## src/rtl/rr_sel_arbiter_pkg.sv

```systemverilog
// Shared types and sizes for the round-robin mux-select arbiter.
package rr_arb_pkg;

  localparam int N_REQ = 4;
  localparam int SEL_W = 2;

  typedef enum logic {IDLE, GRANT} arb_state_t;

  typedef logic [SEL_W-1:0] sel_t;

endpackage

```

## src/rtl/rr_sel_arbiter_if.sv

```systemverilog
// Request/grant bundle between the requesters, the consumer and the arbiter.
// The master side is the arbiter; the slave side is everything around it.
interface rr_sel_arbiter_if;
  import rr_arb_pkg::*;

  logic [N_REQ-1:0] req;
  logic             done;
  sel_t             sel;
  logic [N_REQ-1:0] gnt;
  logic             gnt_valid;
  logic             timeout_flag;

  modport master (
    input  req,
    input  done,
    output sel,
    output gnt,
    output gnt_valid,
    output timeout_flag
  );

  modport slave (
    output req,
    output done,
    input  sel,
    input  gnt,
    input  gnt_valid,
    input  timeout_flag
  );

endinterface

```

## src/rtl/rr_sel_arbiter_pick.sv

```systemverilog
// Rotated first-one search: finds the first asserted request starting at
// ptr and wrapping modulo N_REQ, so the source after the last winner is
// considered first.
module rr_priority_pick
  import rr_arb_pkg::*;
(
  input  logic [N_REQ-1:0] req,
  input  sel_t             ptr,
  output logic             found,
  output sel_t             idx
);

  sel_t cand;

  // Scan from the furthest offset back to ptr so the nearest hit wins.
  always_comb begin
    found = 1'b0;
    idx   = ptr;
    cand  = ptr;
    for (int k = N_REQ - 1; k >= 0; k--) begin
      cand = sel_t'(ptr + sel_t'(k));
      if (req[cand]) begin
        found = 1'b1;
        idx   = cand;
      end
    end
  end

endmodule

```

## src/rtl/rr_sel_arbiter.sv

```systemverilog
// Round-robin arbiter driving the 2-bit select of a 4:1 data mux. A winner
// owns the mux until done, until it drops its request, or until it has held
// the path for TIMEOUT cycles. All outputs are registered so the select is
// glitch-free for the whole grant.
module rr_sel_arbiter
  import rr_arb_pkg::*;
#(
  parameter int TIMEOUT = 15
)(
  input  logic             clk,
  input  logic             rst_n,
  rr_sel_arbiter_if.master bus
);

  localparam int CNT_W = $clog2(TIMEOUT + 1);

  arb_state_t       state_q, state_d;
  sel_t             ptr_q, ptr_d;
  sel_t             sel_q, sel_d;
  logic [N_REQ-1:0] gnt_q, gnt_d;
  logic             gv_q, gv_d;
  logic             to_q, to_d;
  logic [CNT_W-1:0] cnt_q, cnt_d;

  logic             found;
  sel_t             pick_idx;
  logic             rel_done, rel_drop, rel_to;

  rr_priority_pick u_pick (
    .req   (bus.req),
    .ptr   (ptr_q),
    .found (found),
    .idx   (pick_idx)
  );

  assign rel_done = bus.done;
  assign rel_drop = ~bus.req[sel_q];
  assign rel_to   = (cnt_q == CNT_W'(TIMEOUT - 1));

  // Arbitrate in IDLE, hold and watch the three release causes in GRANT.
  // sel is deliberately left alone on release so the mux never sees a
  // spurious select change between grants.
  always_comb begin
    state_d = state_q;
    ptr_d   = ptr_q;
    sel_d   = sel_q;
    gnt_d   = gnt_q;
    gv_d    = gv_q;
    to_d    = 1'b0;
    cnt_d   = cnt_q;
    case (state_q)
      IDLE: begin
        if (found) begin
          sel_d   = pick_idx;
          gnt_d   = {{(N_REQ-1){1'b0}}, 1'b1} << pick_idx;
          gv_d    = 1'b1;
          cnt_d   = '0;
          state_d = GRANT;
        end
      end
      GRANT: begin
        if (rel_done || rel_drop || rel_to) begin
          gnt_d   = '0;
          gv_d    = 1'b0;
          ptr_d   = sel_t'(sel_q + sel_t'(1));
          cnt_d   = '0;
          to_d    = rel_to & ~rel_done & ~rel_drop;
          state_d = IDLE;
        end else if (cnt_q != CNT_W'(TIMEOUT)) begin
          cnt_d = cnt_q + CNT_W'(1);
        end
      end
      default: state_d = IDLE;
    endcase
  end

  // State, pointer, hold counter and output registers; reset clears them at once.
  always_ff @(posedge clk or negedge rst_n) begin
    if (!rst_n) begin
      state_q <= IDLE;
      ptr_q   <= '0;
      sel_q   <= '0;
      gnt_q   <= '0;
      gv_q    <= 1'b0;
      to_q    <= 1'b0;
      cnt_q   <= '0;
    end else begin
      state_q <= state_d;
      ptr_q   <= ptr_d;
      sel_q   <= sel_d;
      gnt_q   <= gnt_d;
      gv_q    <= gv_d;
      to_q    <= to_d;
      cnt_q   <= cnt_d;
    end
  end

  assign bus.sel          = sel_q;
  assign bus.gnt          = gnt_q;
  assign bus.gnt_valid    = gv_q;
  assign bus.timeout_flag = to_q;

endmodule

```

## src/flat_wrapper.sv

```systemverilog
// flat-port wrapper written by rule: the top's interface ports become plain ports
module rr_sel_arbiter_flat import rr_arb_pkg::*;
#(
  parameter int TIMEOUT = 15
)
  (clk, rst_n, bus_req, bus_done, bus_sel, bus_gnt, bus_gnt_valid, bus_timeout_flag);
  rr_sel_arbiter_if bus_i ();
  input  logic clk;
  input  logic rst_n;
  input wire logic [$bits(bus_i.req)-1:0] bus_req;
  input wire logic [$bits(bus_i.done)-1:0] bus_done;
  output wire logic [$bits(bus_i.sel)-1:0] bus_sel;
  output wire logic [$bits(bus_i.gnt)-1:0] bus_gnt;
  output wire logic [$bits(bus_i.gnt_valid)-1:0] bus_gnt_valid;
  output wire logic [$bits(bus_i.timeout_flag)-1:0] bus_timeout_flag;
  assign bus_i.req = bus_req;
  assign bus_i.done = bus_done;
  assign bus_sel = bus_i.sel;
  assign bus_gnt = bus_i.gnt;
  assign bus_gnt_valid = bus_i.gnt_valid;
  assign bus_timeout_flag = bus_i.timeout_flag;
  rr_sel_arbiter #(.TIMEOUT(TIMEOUT)) u_core (.clk(clk), .rst_n(rst_n), .bus(bus_i));
endmodule
```

## config.mk

```make
export PLATFORM = sky130hd
export DESIGN_NAME = rr_sel_arbiter_flat
export DESIGN_NICKNAME = d
export VERILOG_FILES = /design/src/rtl/rr_sel_arbiter_pkg.sv /design/src/rtl/rr_sel_arbiter_if.sv /design/src/rtl/rr_sel_arbiter_pick.sv /design/src/rtl/rr_sel_arbiter.sv /design/src/flat_wrapper.sv
export SDC_FILE = /design/constraint.sdc
export NUM_CORES = 1
export LEC_CHECK = 0
export CORE_MARGIN = 4
export CORE_UTILIZATION = 50
export CTS_CLUSTER_DIAMETER = 80
export DETAILED_ROUTE_END_ITERATION = 8
export PLACE_DENSITY = 0.76
export RECOVER_POWER = 25
export REMOVE_ABC_BUFFERS = 1
export SYNTH_ARGS = -nofsm -noshare
export SYNTH_HDL_FRONTEND = slang
export SYNTH_HIERARCHICAL = 1
export SYNTH_SLANG_ARGS = --single-unit
```

## constraint.sdc

```tcl
create_clock -name clk -period 1.79 [get_ports clk]
set_clock_uncertainty 0.05 [all_clocks]
set_input_delay 0.358 -clock clk [delete_from_list [all_inputs] [get_ports clk]]
set_output_delay 0.358 -clock clk [all_outputs]
set_load 0.005 [all_outputs]
```

-- Yosys cells after proc, flatten, opt, wreduce, memory -nomap -nowiden
Index checks and enable logic that the tools add are counted.
- register bits after elaboration: 15
- output and inout port bits: 8
- multiplexer cells: 33
- add/sub/neg operators: 5
- equality and inequality tests: 5
- shifts and indexed selects: 1
- order comparisons: 5
- bitwise gates (word level): 5
- reductions and logical operators: 6
- operator list (operator ; number):
    two-way mux 4 bit ; 5
    one-hot mux 4 bit (2 select lines) ; 2
    less-than comparator 2 x 3 -> 1 bit, second input constant ; 5
    two-way mux 1 bit ; 15
    binary-select mux 1 bit (select 2 bit) ; 5
    two-way mux 2 bit ; 4
    AND reduction 2 bit ; 4
    adder 2 x 1 -> 2 bit, second input constant ; 2
    adder 2 bit, second input constant ; 2
    adder 4 x 1 -> 4 bit, second input constant ; 1
    equality test 4 bit, second input constant ; 1
    != test 4 bit, second input constant ; 1
    one-hot mux 1 bit (2 select lines) ; 2
    << shifter 1 x 2 -> 4 bit, first input constant ; 1
    != test 3 bit, second input constant ; 1
    NOT 1 bit ; 3
    AND 1 bit ; 2
    logical OR 1 bit ; 2
    != test 2 x 1 -> 1 bit, second input constant ; 1
    != test 2 bit, second input constant ; 1

-- Longest topological paths before layout
Gate-level depths: netlist (run 1).
- word-level depth: 10
- depth in mapped cells: 7
- gate-level depth less buffers: 6

-- Cells and area by module
Netlist (run 1), hierarchy kept.
- modules (own cells, without submodules) (module ; cells each ; instances ; seq. area each (um^2) ; area each (um^2)):
    rr_sel_arbiter ; 81 ; 1 ; 375.4 ; 794.5
    rr_priority_pick ; 16 ; 1 ; 0.0 ; 100.1

-- Worst setup path before layout (run 1)
No wires, ideal clock.
- path type: register -> register
- from: reg u_core.ptr_q[0]
- to: reg u_core.gnt_q[2], in the netlist u_core/bus.gnt[2]
- setup time: 0.072 ns
- data required time: 1.668 ns
- clock period less this slack: 1.586 ns
- stages on the path, launching flop included: 7
- arrival time: 1.464 ns
- path slack: 0.204 ns
- buffers on the path: 0
- cells stage by stage: dfrtp_1 and2b_2 or4_1 nand2_1 nor3b_1 a21oi_1 nor2_1
- longest elaborated chain between the ends: 10
- elaborated cells on any way between the ends: 24
- those cells by class: 3 x add/sub; 1 x eq/ne; 1 x shift; 18 x mux; 1 x reduce/logical
- RTL lines (element ; line ; text):
    start, declared ; rr_sel_arbiter.sv:18 ; sel_t ptr_q, ptr_d;
    start signal, assigned ; rr_sel_arbiter.sv:89 ; ptr_q <= ptr_d;
    adder 2 bit ; rr_sel_arbiter_pick.sv:21 ; cand = sel_t'(ptr + sel_t'(k));
    binary-select mux 1 bit (select 2 bit) ; rr_sel_arbiter_pick.sv:22 ; if (req[cand]) begin
    two-way mux 1 bit (implied by the code) ; rr_sel_arbiter_pick.sv:22 ;
    two-way mux 2 bit (3 in a row) ; rr_sel_arbiter_pick.sv:22 ;
    two-way mux 2 bit * ; rr_sel_arbiter_pick.sv:22 ;
    via u_core.pick_idx[1] ; rr_sel_arbiter.sv:26 ; sel_t pick_idx;
    << shifter 1 x 2 -> 4 bit * ; rr_sel_arbiter.sv:55 ; gnt_d = {{(N_REQ-1){1'b0}}, 1'b1} << pick_idx;
    two-way mux 4 bit * ; rr_sel_arbiter.sv:53 ; if (found) begin
    one-hot mux 4 bit (2 select lines) * ; rr_sel_arbiter.sv:51 ; case (state_q)
    end signal, assigned ; rr_sel_arbiter.sv:91 ; gnt_q <= gnt_d;
    end, declared ; rr_sel_arbiter.sv:20 ; logic [N_REQ-1:0] gnt_q, gnt_d;
The timed path passes the listed nets; every way through them passes the cells marked *. The select of a mux whose other input is x is not followed.
A chain may end at the register's enable or synchronous reset.

-- Worst setup path after layout (run 1)
- from: in bus_req[2]
- to: reg u_core.gnt_q[2], in the netlist u_core/bus.gnt[2]
- longest elaborated chain between the ends: 9
- elaborated cells on any way between the ends: 27
- those cells by class: 2 x eq/ne; 1 x shift; 20 x mux; 1 x bitwise; 3 x reduce/logical
- RTL lines (element ; line ; text):
    start, declared ; flat_wrapper.sv:10 ; input wire logic [$bits(bus_i.req)-1:0] bus_req;
    binary-select mux 1 bit (select 2 bit) ; rr_sel_arbiter_pick.sv:22 ;
    two-way mux 1 bit (implied by the code) ; rr_sel_arbiter_pick.sv:22 ;
    two-way mux 2 bit (3 in a row) ; rr_sel_arbiter_pick.sv:22 ;
    two-way mux 2 bit * ; rr_sel_arbiter_pick.sv:22 ;
    via u_core.pick_idx[1] ; rr_sel_arbiter.sv:26 ;
    << shifter 1 x 2 -> 4 bit * ; rr_sel_arbiter.sv:55 ;
    two-way mux 4 bit * ; rr_sel_arbiter.sv:53 ;
    one-hot mux 4 bit (2 select lines) * ; rr_sel_arbiter.sv:51 ;
Marked as above.

==> summary.md, run 1 <==
| Metric | Value |
|---|---|
| Outcome | `finished, final reports clean` |
| Reg2Reg Setup Slack | `0.09 ns` |
| Post-DP Area | `1140 um2` |
| Peak VDD IR | `0.995 mV` |
| Gr ovfl total | `0` |
| Final setup fails | `0` |
| Via Count | `861` |
| Kind of critical path | `input pin to register` |
| Endpoint class of the critical path | `register` |
| Crit path max-delay family | `simple AND/OR/NAND/NOR gates` |
| Area delta synth->final | `34.0%` |
| Largest area contributor in the netlist | `dfrtp_1` |
| EDFF count, synth | `0` |
| RSZ-0062 raised after global routing | `no` |
| Global-route wire length before repair | `3880 um` |
| Clk Tree Root Cell | `clkbuf_4` |
| Crit path from | `bus_req[2]` |
| Worst-case clock buffer depth | `2` |
| Slew of the pin with the lowest slew margin | `approximately 0.84 ns` |
| Initial drt markers | `20` |
| Pre-CTS setup slack | `-0.353 ns` |
| Register area share after synthesis | `42.0%` |
| Avg Cell Area, Syn | `between 9 and 10 um2` |
| Levels on crit path | `7` |
| Wirelength per Cell | `around 15 um` |
| Nets | `135` |
| Clk slew on worst S/H paths | `0.09 ns` |
| Asr flop ratio synth | `100%` |
| FF+latch count, synth | `15` |
| Most frequent cells in the layout | `dfrtp_1, nand2_1, clkdlybuf4s50_1, buf_4, nor2_1` |
| Die W | `50.3 um` |
| Post-DP HPWL | `1580 um` |
| H-tree Lvls | `1` |
| Largest family of logic cells by synthesized area | `simple AND/OR/NAND/NOR gates` |
| Pins Over Slew Limit | `0` |
| Synth Flop Type | `dfrtp_1` |
| Max_slew headroom | `44.0%` |
| Hold WS | `0.481 ns` |
| Max stage delay on crit path | `0.47 ns` |
| Leakage | `0.538 nW` |
| Initial Utilization | `52.4%` |
| CTS tree | `yes` |
| PnR worst setup slack | `about 0.062 ns` |
| R2r endpoint | `u_core/bus.gnt[2]` |
| Setup TNS | `0 ns` |
| Post-route ant nets | `0` |
| Vias in the first global route | `875` |
| Worst Setup EP | `u_core/bus.gnt[2]` |
| HP Start | `u_core/bus.gnt[3]` |
| Largest cells by area after synthesis | `dfrtp_1, nand2_1, nor2_1` |
| Worst-Skew Late Latency | `approximately 0.28 ns` |
| Final Hold Viols | `0` |
| Crit start category | `input pin` |
| Compound-Gate Fraction of Synth Area | `a little over a fifth` |
| Syn Inst Count | `97` |
| DRC viols | `0` |
| Max cap viols | `0` |
| RePlAce Congestion | `0.796` |
| Mapped cell area | `895 um2` |
| Initial antenna violation count | `0` |
| Critical path data arrival time | `1.85 ns` |
| Share of layout cells above drive strength 1 | `20.0%` |
| Tmin final | `1.73 ns` |
| CP bufs+invs | `1` |
| CTS sink count | `15` |
| Worst R2R Path Depth | `6` |
| Critical path's slowest cell | `clkdlybuf4s50_1` |
| Core area | `1710 um2` |
| Reg2Reg Launch Point | `u_core/ptr_q[1]` |
| CP cell instances | `clkdlybuf4s50_1 > and2b_1 > o21ai_0 > nand2_4 > nor3b_2 > a21oi_1 > nor2_1` |
| Post-Synth XOR/XNOR Area | `0.979%` |
| TritonCTS buffer count | `3` |
| Vias per Instance | `5.74` |
| Die Span Y | `50.3 um` |
| # hold bufs at CTS | `0` |
| GR Util All Layers | `20.2%` |
| Peak Freq | `579 MHz` |
| Simple-Gate Fraction of Synth Area | `between 20% and 30%` |
| Fin area | `1200 um2` |
| Total Routed Length | `2230 um` |
| Top-area cell type share of the netlist area | `between 40% and 50%` |
| Number of library cell types mapped by synthesis | `36` |
| Type of the worst min-delay path | `register to register` |
| Power Density | `about 1400 nW/um2` |
| Warnings from Yosys | `6` |
| TritonRoute pass-1 iters | `4` |
| Port Buf Inserts | `14` |
| Commonest non-fill, non-tap cell in the layout | `dfrtp_1` |
| Fin crit share | `a little over nine tenths` |
| Adder-Cell Fraction of Synth Area | `under 10%` |
| Diode count | `0` |
| Largest net degree at the start of global routing | `16` |
| Post-synthesis mux area share | `3.92%` |
| Max Fanout on Critical Path | `5` |
| Die area | `2530 um2` |
| Power Total | `0.00170 W` |
| Io pins | `15` |
| FP Rows | `15` |
| Worst EP required | `1.92 ns` |
[synthesized netlist by cell type, types with 2 or more instances]
master     n
nand4b_1   2
nor2_1    10
ha_1       2
a21oi_1    6
dfrtp_1   15
o21ai_0    3
nand2_1   13
nand2b_1   3
nor3b_1    3
nor3_1     3
a31o_1     2
inv_1      5
o22ai_1    2
mux2i_1    2
and2b_2    2
nand3_1    3
clkbuf_1   2
[metrics by stage]
stage,utilization [%],cells
finish,70.2,150
global route,70.2,150
CTS,69.5,150
detailed placement,66.8,145
global placement,66.8,145
floorplan,-,95
[report_power, final]
group / internal [W] / switching (W) / leakage (nW)
registers: 0.000458 / 0.000149 / 0.195
logic: 0.000505 / 0.000394 / 0.325
clock network: 0.0000829 / 0.000109 / 0.0177
[tightest hold or removal path: stages (launching register included)]
cell and delay, ns:
dfrtp_1 0.39, nand2_1 0.06, a21oi_1 0.06
[how the worst min path moves through the flow]
stage / slack, ns / cells after the start / to
2_1_floorplan: 0.01 / 0 / u_core/bus.gnt[0]
3_3_place_gp: 0.45 / 1 / u_core/bus.gnt_valid
3_5_place_dp: 0.46 / 2 / u_core/bus.gnt[3]
4_1_cts: 0.33 / 2 / u_core/state_q
5_1_grt: 0.51 / 2 / u_core/bus.gnt[3]
6_report: 0.48 / 2 / u_core/bus.gnt[3]
[cells by family (layout without fill, tap and decap cells)]
kind of cell	count (synthesis)	in the layout
compound gates	24	24
xor+xnor	1	1
flops	15	15
buf+inv	7	35
mux	3	3
fa+ha+maj	2	2
simple gates	45	45
[registers in the layout, summed over array words and instances (netlist names)]
signal,flops
u_core/bus.gnt,4
u_core/bus.gnt_valid,1
u_core/bus.sel,2
u_core/bus.timeout_flag,1
u_core/cnt_q,4
u_core/ptr_q,2
u_core/state_q,1
[routing by layer]
metal / GRT usage [%] / share of wire [%]
met5: 0 / 0
met4: 8.97 / 1.3
met3: 2.08 / 4.6
met2: 36.7 / 51
met1: 23.6 / 43
[timing repair]
| action | in CTS | in global routing |
|---|---|---|
| cloned | 0 | 0 |
| endpoints found under the setup margin | 3 | 4 |
| resized for setup | 3 | 5 |
| endpoints found under the hold margin | 0 | 0 |
| setup buffers | 1 | 0 |
| pin swaps | 1 | 2 |
[area by class of cell]
class	count	area [um2]
Clock buffer	3	22.5
Sequential cell	15	375
Inverter	5	18.8
Fill cell	122	509
Timing Repair Buffer	26	231
Clock inverter	1	5.00
Multi-Input combinational cell	75	514
Tap cell	25	31.3
(Power assumes the default switching activity.)
==> run 2: changes to the inputs <==
==> constraint.sdc (replaced) <==
create_clock -name clk -period 1.79 [get_ports clk]
set_clock_uncertainty 0.05 [all_clocks]
set_input_delay 0.358 -clock clk [delete_from_list [all_inputs] [get_ports clk]]
set_output_delay 0.358 -clock clk [all_outputs]
set_load 0.05 [all_outputs]
==> run 2 against run 1 <==
Register-to-register slack barely moved. Clock power is essentially flat. Die area did not move. Sequential power is 2% lower. Maximum frequency grew 0.85%. Critical path depth is 1 lower. Clock-buffer cell count stayed put. Global-route usage fell by 3.2 points. Final cell count stayed put.
==> summary.md, run 2 (same netlist as run 1, synthesis figures left out) <==
| Metric | Value |
|---|---|
| Outcome | `finished, final reports clean` |
| TritonCTS buffer count | `3` |
| PnR worst setup slack | `about 0.077 ns` |
| Worst-Skew Late Latency | `around 0.28 ns` |
| Die W | `50.3 um` |
| Area delta synth->final | `33.1%` |
| Setup Buffers After CTS | `0` |
| Fin area | `1190 um2` |
| Die area | `between 2000 and 3000 um2` |
| Post-route ant nets | `0` |
| Port Buf Inserts | `14` |
| Pre-CTS setup slack | `-0.299 ns` |
| Combinational share of power | `59.3%` |
| Register area | `375 um2` |
| GR Util All Layers | `17.0%` |
| Wirelength per Cell | `13.1 um` |
| Post-DP HPWL | `1460 um` |
| Commonest non-fill, non-tap cell in the layout | `buf_4` |
| Switching Fraction | `~46%` |
| Vias in the first global route | `around 770` |
| Peak Freq | `584 MHz` |
| Type of the worst min-delay path | `register to register` |
| Multi-input logic area | `514 um2` |
| Most frequent cells in the layout | `buf_4, dfrtp_1, nand2_1` |
| Critical path's slowest cell | `or4_4` |
| Global-route wire length before repair | `3260 um` |
| Fin crit share | `95.7%` |
| Max cap viols | `0` |
| Crit path max-delay family | `simple AND/OR/NAND/NOR gates` |
| Via Count | `780` |
| Io pins | `15` |
| Leakage | `0.555 nW` |
| Die Span Y | `approximately 50 um` |
| Tmin final | `1.71 ns` |
| Share of layout cells above drive strength 1 | `about a quarter` |
| Sw power | `0.000878 W` |
| CP bufs+invs | `0` |
| Total Routed Length | `between 1500 and 2000 um` |
| Slew of the pin with the lowest slew margin | `0.824 ns` |
| Crit start category | `register` |
| Critical path data arrival time | `1.88 ns` |
| DRC viols | `0` |
| Max Fanout on Critical Path | `5` |
| Worst EP required | `1.95 ns` |
| Power Total | `slightly below 0.002 W` |
| Sequential fraction of design power | `between 30% and 40%` |
| Clk pwr share | `9.8%` |
| Post-DP Area | `1140 um2` |
| Initial Utilization | `52.4%` |
| Final setup fails | `0` |
| Power Density | `1620 nW/um2` |
| Peak VDD IR | `1.16 mV` |
| CP cell instances | `and3b_1 > or4_4 > nand2_4 > nor3b_2 > a21oi_1 > nor2_1` |
| Vias per Instance | `5.20` |
| Kind of critical path | `register to register` |
| Core area | `roughly 1700 um2` |
| Final Hold Viols | `0` |
| Max stage delay on crit path | `between 0.5 and 0.6 ns` |
| Clk slew on worst S/H paths | `0.09 ns` |
| Largest net degree at the start of global routing | `16` |
| Nets | `~140` |
| Initial drt markers | `19` |
| CTS sink count | `15` |
| Pins Over Slew Limit | `0` |
| Gr ovfl total | `0` |
| Layout fillers | `134` |
| Clk Tree Root Cell | `clkbuf_4` |
| FP Rows | `15` |
| Endpoint class of the critical path | `register` |
| TritonRoute pass-1 iters | `3` |
| Worst-case clock buffer depth | `2` |
| Max_slew headroom | `45.0%` |
| Initial antenna violation count | `0` |
| CTS tree | `yes` |
| Final Util | `a little over two thirds` |
| H-tree Lvls | `1` |
| Internal power | `0.00105 W` |
| Diode count | `0` |
| RePlAce Congestion | `0.799` |
[run 2: cell count changes in the layout (fill, tap and decap cells not counted)]
cell and delta:
o21ai_1 -1, buf_12 +1, o21ai_0 +1, buf_4 +7
clkdlybuf4s50_1 -8
[run 2: per-layer routing]
metal / vias up / GRT usage, % / routed length [um]
met1: 361 / 22.4 / 955
met5: - / 0 / 0
met4: 0 / 8.97 / 9
li1: 405 / - / -
met2: 12 / 26.1 / 932
met3: 2 / 3.26 / 61
[run 2: per-stage QoR]
step                      TNS [ns]  hold WS [ns]  cells
after floorplan            -0.0650        0.0124     95
after global placement       -1.42         0.448    146
after detailed placement     -2.04         0.452    146
after CTS                        0         0.333    150
after global routing       -0.0112         0.508    150
final                            0         0.481    150
[run 2: cell type report]
class	count	share of cell area, %
well taps	25	2.63
clock inverters	1	0.420
repair buffers	26	18.8
clock buffers	3	1.89
inverters	5	1.58
multi-input cells	75	43.2
flip-flops and latches	15	31.5
[run 2: worst register-to-register path, delay by kind of cell (launching register included)]
kind	cells	cell delay [ns]
flops	1	0.41
compound gates	1	0.06
simple gates	5	1.14
[run 2: final timing paths]
| check | from | end | slack, ns | depth (start not counted) |
|---|---|---|---|---|
| min reg2reg | u_core/bus.gnt[3] | u_core/bus.gnt[3] | 0.48 | 2 |
| min in group asynchronous | rst_n | u_core/ptr_q[1] | 0.63 | 2 |
| min | u_core/bus.gnt[3] | u_core/bus.gnt[3] | 0.48 | 2 |
| max | u_core/ptr_q[1] | u_core/bus.gnt[2] | 0.08 | 6 |
| max in group asynchronous | rst_n | u_core/bus.gnt[0] | 0.55 | 2 |
| max reg2reg | u_core/ptr_q[1] | u_core/bus.gnt[2] | 0.08 | 6 |
[run 2: power groups by stage]
stage	clock network, W	logic, W	registers, W
final	0.000189	0.00114	0.000594
after global routing	0.000213	0.00122	0.000618
after CTS	0.000200	0.00111	0.000593
after detailed placement	0	0.00110	0.000599
after global placement	0	0.00109	0.000593
after floorplan	0	0.000436	0.000841
[run 2: timing repair]
item,in CTS,in global routing
gates cloned,0,0
resized for setup,1,6
hold buffers,0,0
pin swaps,0,3
endpoints found under the setup margin,1,4
==> run 3: changes to the inputs <==
--- a/config.mk
+++ b/config.mk
@@ -5,11 +5,13 @@
 export SDC_FILE = /design/constraint.sdc
 export NUM_CORES = 1
 export LEC_CHECK = 0
+export CELL_PAD_IN_SITES_DETAIL_PLACEMENT = 1
+export CELL_PAD_IN_SITES_GLOBAL_PLACEMENT = 2
 export CORE_MARGIN = 4
-export CORE_UTILIZATION = 50
+export CORE_UTILIZATION = 31
 export CTS_CLUSTER_DIAMETER = 80
 export DETAILED_ROUTE_END_ITERATION = 8
-export PLACE_DENSITY = 0.76
+export PLACE_DENSITY_LB_ADDON = 0.1
 export RECOVER_POWER = 25
 export REMOVE_ABC_BUFFERS = 1
 export SYNTH_ARGS = -nofsm -noshare
==> run 3 against run 2 <==
Die area grew 51%. Total power rose by 4.6%. Via count up 6.8%. Largest cell class unchanged. Clock power about the same. Critical endpoint unchanged. Sequential power is 3% lower. Routed wire length increased by 19%. Clock-buffer cell count rose by 1. Worst hold slack got worse by 0.0063 ns.
==> summary.md, run 3 (same netlist as run 1, synthesis figures left out) <==
| Metric | Value |
|---|---|
| Outcome | `finished, final reports clean` |
| Commonest non-fill, non-tap cell in the layout | `buf_4` |
| Clk Tree Root Cell | `clkbuf_4` |
| Reg2Reg Setup Slack | `about 0.15 ns` |
| Multi-input logic area | `534 um2` |
| Diode count | `0` |
| Worst-case clock buffer depth | `2` |
| Peak VDD IR | `roughly 0.94 mV` |
| CTS sink count | `15` |
| Initial antenna violation count | `0` |
| Wirelength per Cell | `~14 um` |
| FP Rows | `19` |
| Die W | `61.7 um` |
| DRC viols | `0` |
| Core area | `2760 um2` |
| # hold bufs at CTS | `0` |
| Max stage delay on crit path | `0.51 ns` |
| RePlAce Congestion | `0.748` |
| Critical path's slowest cell | `clkdlybuf4s50_1` |
| Via Count | `833` |
| Critical path data arrival time | `1.84 ns` |
| Max_slew headroom | `44.6%` |
| Die Span Y | `about 60 um` |
| Die area | `roughly 3800 um2` |
| Leakage | `0.586 nW` |
| H-tree Lvls | `1` |
| Global-route wire length before repair | `3930 um` |
| Share of layout cells above drive strength 1 | `approximately 31%` |
| Power Density | `1600 nW/um2` |
| Register area | `375 um2` |
| Worst-Skew Late Latency | `around 0.28 ns` |
| Io pins | `15` |
| Total Routed Length | `2340 um` |
| Final Hold Viols | `0` |
| Vias per Instance | `5.14` |
| CP bufs+invs | `1` |
| Initial drt markers | `69` |
| Type of the worst min-delay path | `register to register` |
| Peak Freq | `584 MHz` |
| Fin crit share | `95.7%` |
| Worst R2R Path Depth | `6` |
| Hold Path Stages | `1` |
| GR Util All Layers | `14.1%` |
| TritonCTS buffer count | `3` |
| Setup TNS | `0 ns` |
| Max cap viols | `0` |
| Post-route ant nets | `0` |
| Pins Over Slew Limit | `0` |
| Port Buf Inserts | `14` |
| Vias in the first global route | `853` |
| Largest net degree at the start of global routing | `16` |
| Layout fillers | `approximately 330` |
| Slew of the pin with the lowest slew margin | `0.831 ns` |
| Kind of critical path | `input pin to register` |
| Area delta synth->final | `41.1%` |
| CP cell instances | `clkdlybuf4s50_1 > and2b_1 > o21ai_0 > nand2_4 > nor3b_2 > a21oi_1 > nor2_1` |
| Gr ovfl total | `0` |
| Most frequent cells in the layout | `buf_4, dfrtp_1, nand2_1` |
| Endpoint class of the critical path | `register` |
| CTS tree | `yes` |
| Final Util | `45.8%` |
| Crit start category | `input pin` |
| Initial Utilization | `32.4%` |
| Levels on crit path | `7` |
| Clk slew on worst S/H paths | `0.09 ns` |
| Nets | `141` |
| TritonRoute pass-1 iters | `4` |
| Worst EP required | `1.92 ns` |
| Max Fanout on Critical Path | `5` |
| Post-DP HPWL | `~1800 um` |
| Tmin final | `between 1.5 and 2 ns` |
| Final setup fails | `0` |
| Crit path max-delay family | `simple AND/OR/NAND/NOR gates` |
==> run 3: power by group <==
part | switching [W] | total [W] | internal [W]
clock network | 0.000105 | 0.000191 | 0.0000864
logic | 0.000685 | 0.00125 | 0.000562
registers | 0.000117 | 0.000575 | 0.000458
total | 0.000907 | 0.00201 | 0.00111
==> run 3: per-layer routing <==
metal  vias to the layer above  share of wire (%)  track usage [%]  wire, um
li1                        416                  -                -         -
met1                       407                 51             20.4      1190
met2                         8                 46             21.4      1070
met3                         2                2.7             1.24        62
met4                         0               0.73             6.36        17
met5                         -                  0                0         0
==> run 3: worst register-to-register path: stages, from the launching register on <==
cell,delay (ns)
dfrtp_1,0.39
and3b_1,0.19
or4_4,0.53
nand2_4,0.12
nor3b_2,0.17
a21oi_1,0.05
nor2_1,0.09
==> run 3: path summary, 6_finish.rpt <==
check | start | end
setup reg to reg | u_core/ptr_q[1] | u_core/bus.gnt[2]
max in group asynchronous | rst_n | u_core/bus.gnt[3]
setup / recovery | bus_req[2] | u_core/bus.gnt[2]
hold / removal | u_core/bus.gnt_valid | u_core/bus.gnt_valid
hold reg to reg | u_core/bus.gnt_valid | u_core/bus.gnt_valid
min in group asynchronous | rst_n | u_core/ptr_q[0]
==> run 3: final cells by class <==
class | count | share of cell area [%]
clock buffers | 4 | 2.08
inverters | 5 | 1.49
multi-input cells | 75 | 42.3
flip-flops and latches | 15 | 29.7
well taps | 31 | 3.07
repair buffers | 32 | 21.3
==> run 3: metrics by stage <==
| step | setup WS, ns | hold slack, ns | total power (W) | instances | instance area (um2) |
|---|---|---|---|---|---|
| 3_3_place_gp | -0.314 | 0.455 | 0.00175 | 157 | 1190 |
| 5_1_grt | -0.0250 | 0.526 | 0.00218 | 162 | 1260 |
| 2_1_floorplan | -0.0650 | 0.0124 | 0.00128 | 95 | 887 |
| 4_1_cts | 0.00545 | 0.335 | 0.00199 | 161 | 1230 |
| 6_report | 0.0778 | 0.475 | 0.00201 | 162 | 1260 |
| 3_5_place_dp | -0.353 | 0.461 | 0.00177 | 157 | 1190 |
==> run 3: timing repair <==
item	in CTS	in global routing
gates resized for setup	4	9
setup endpoints to repair	2	4
gates cloned	0	0
pin swaps	0	4
setup buffers	0	1
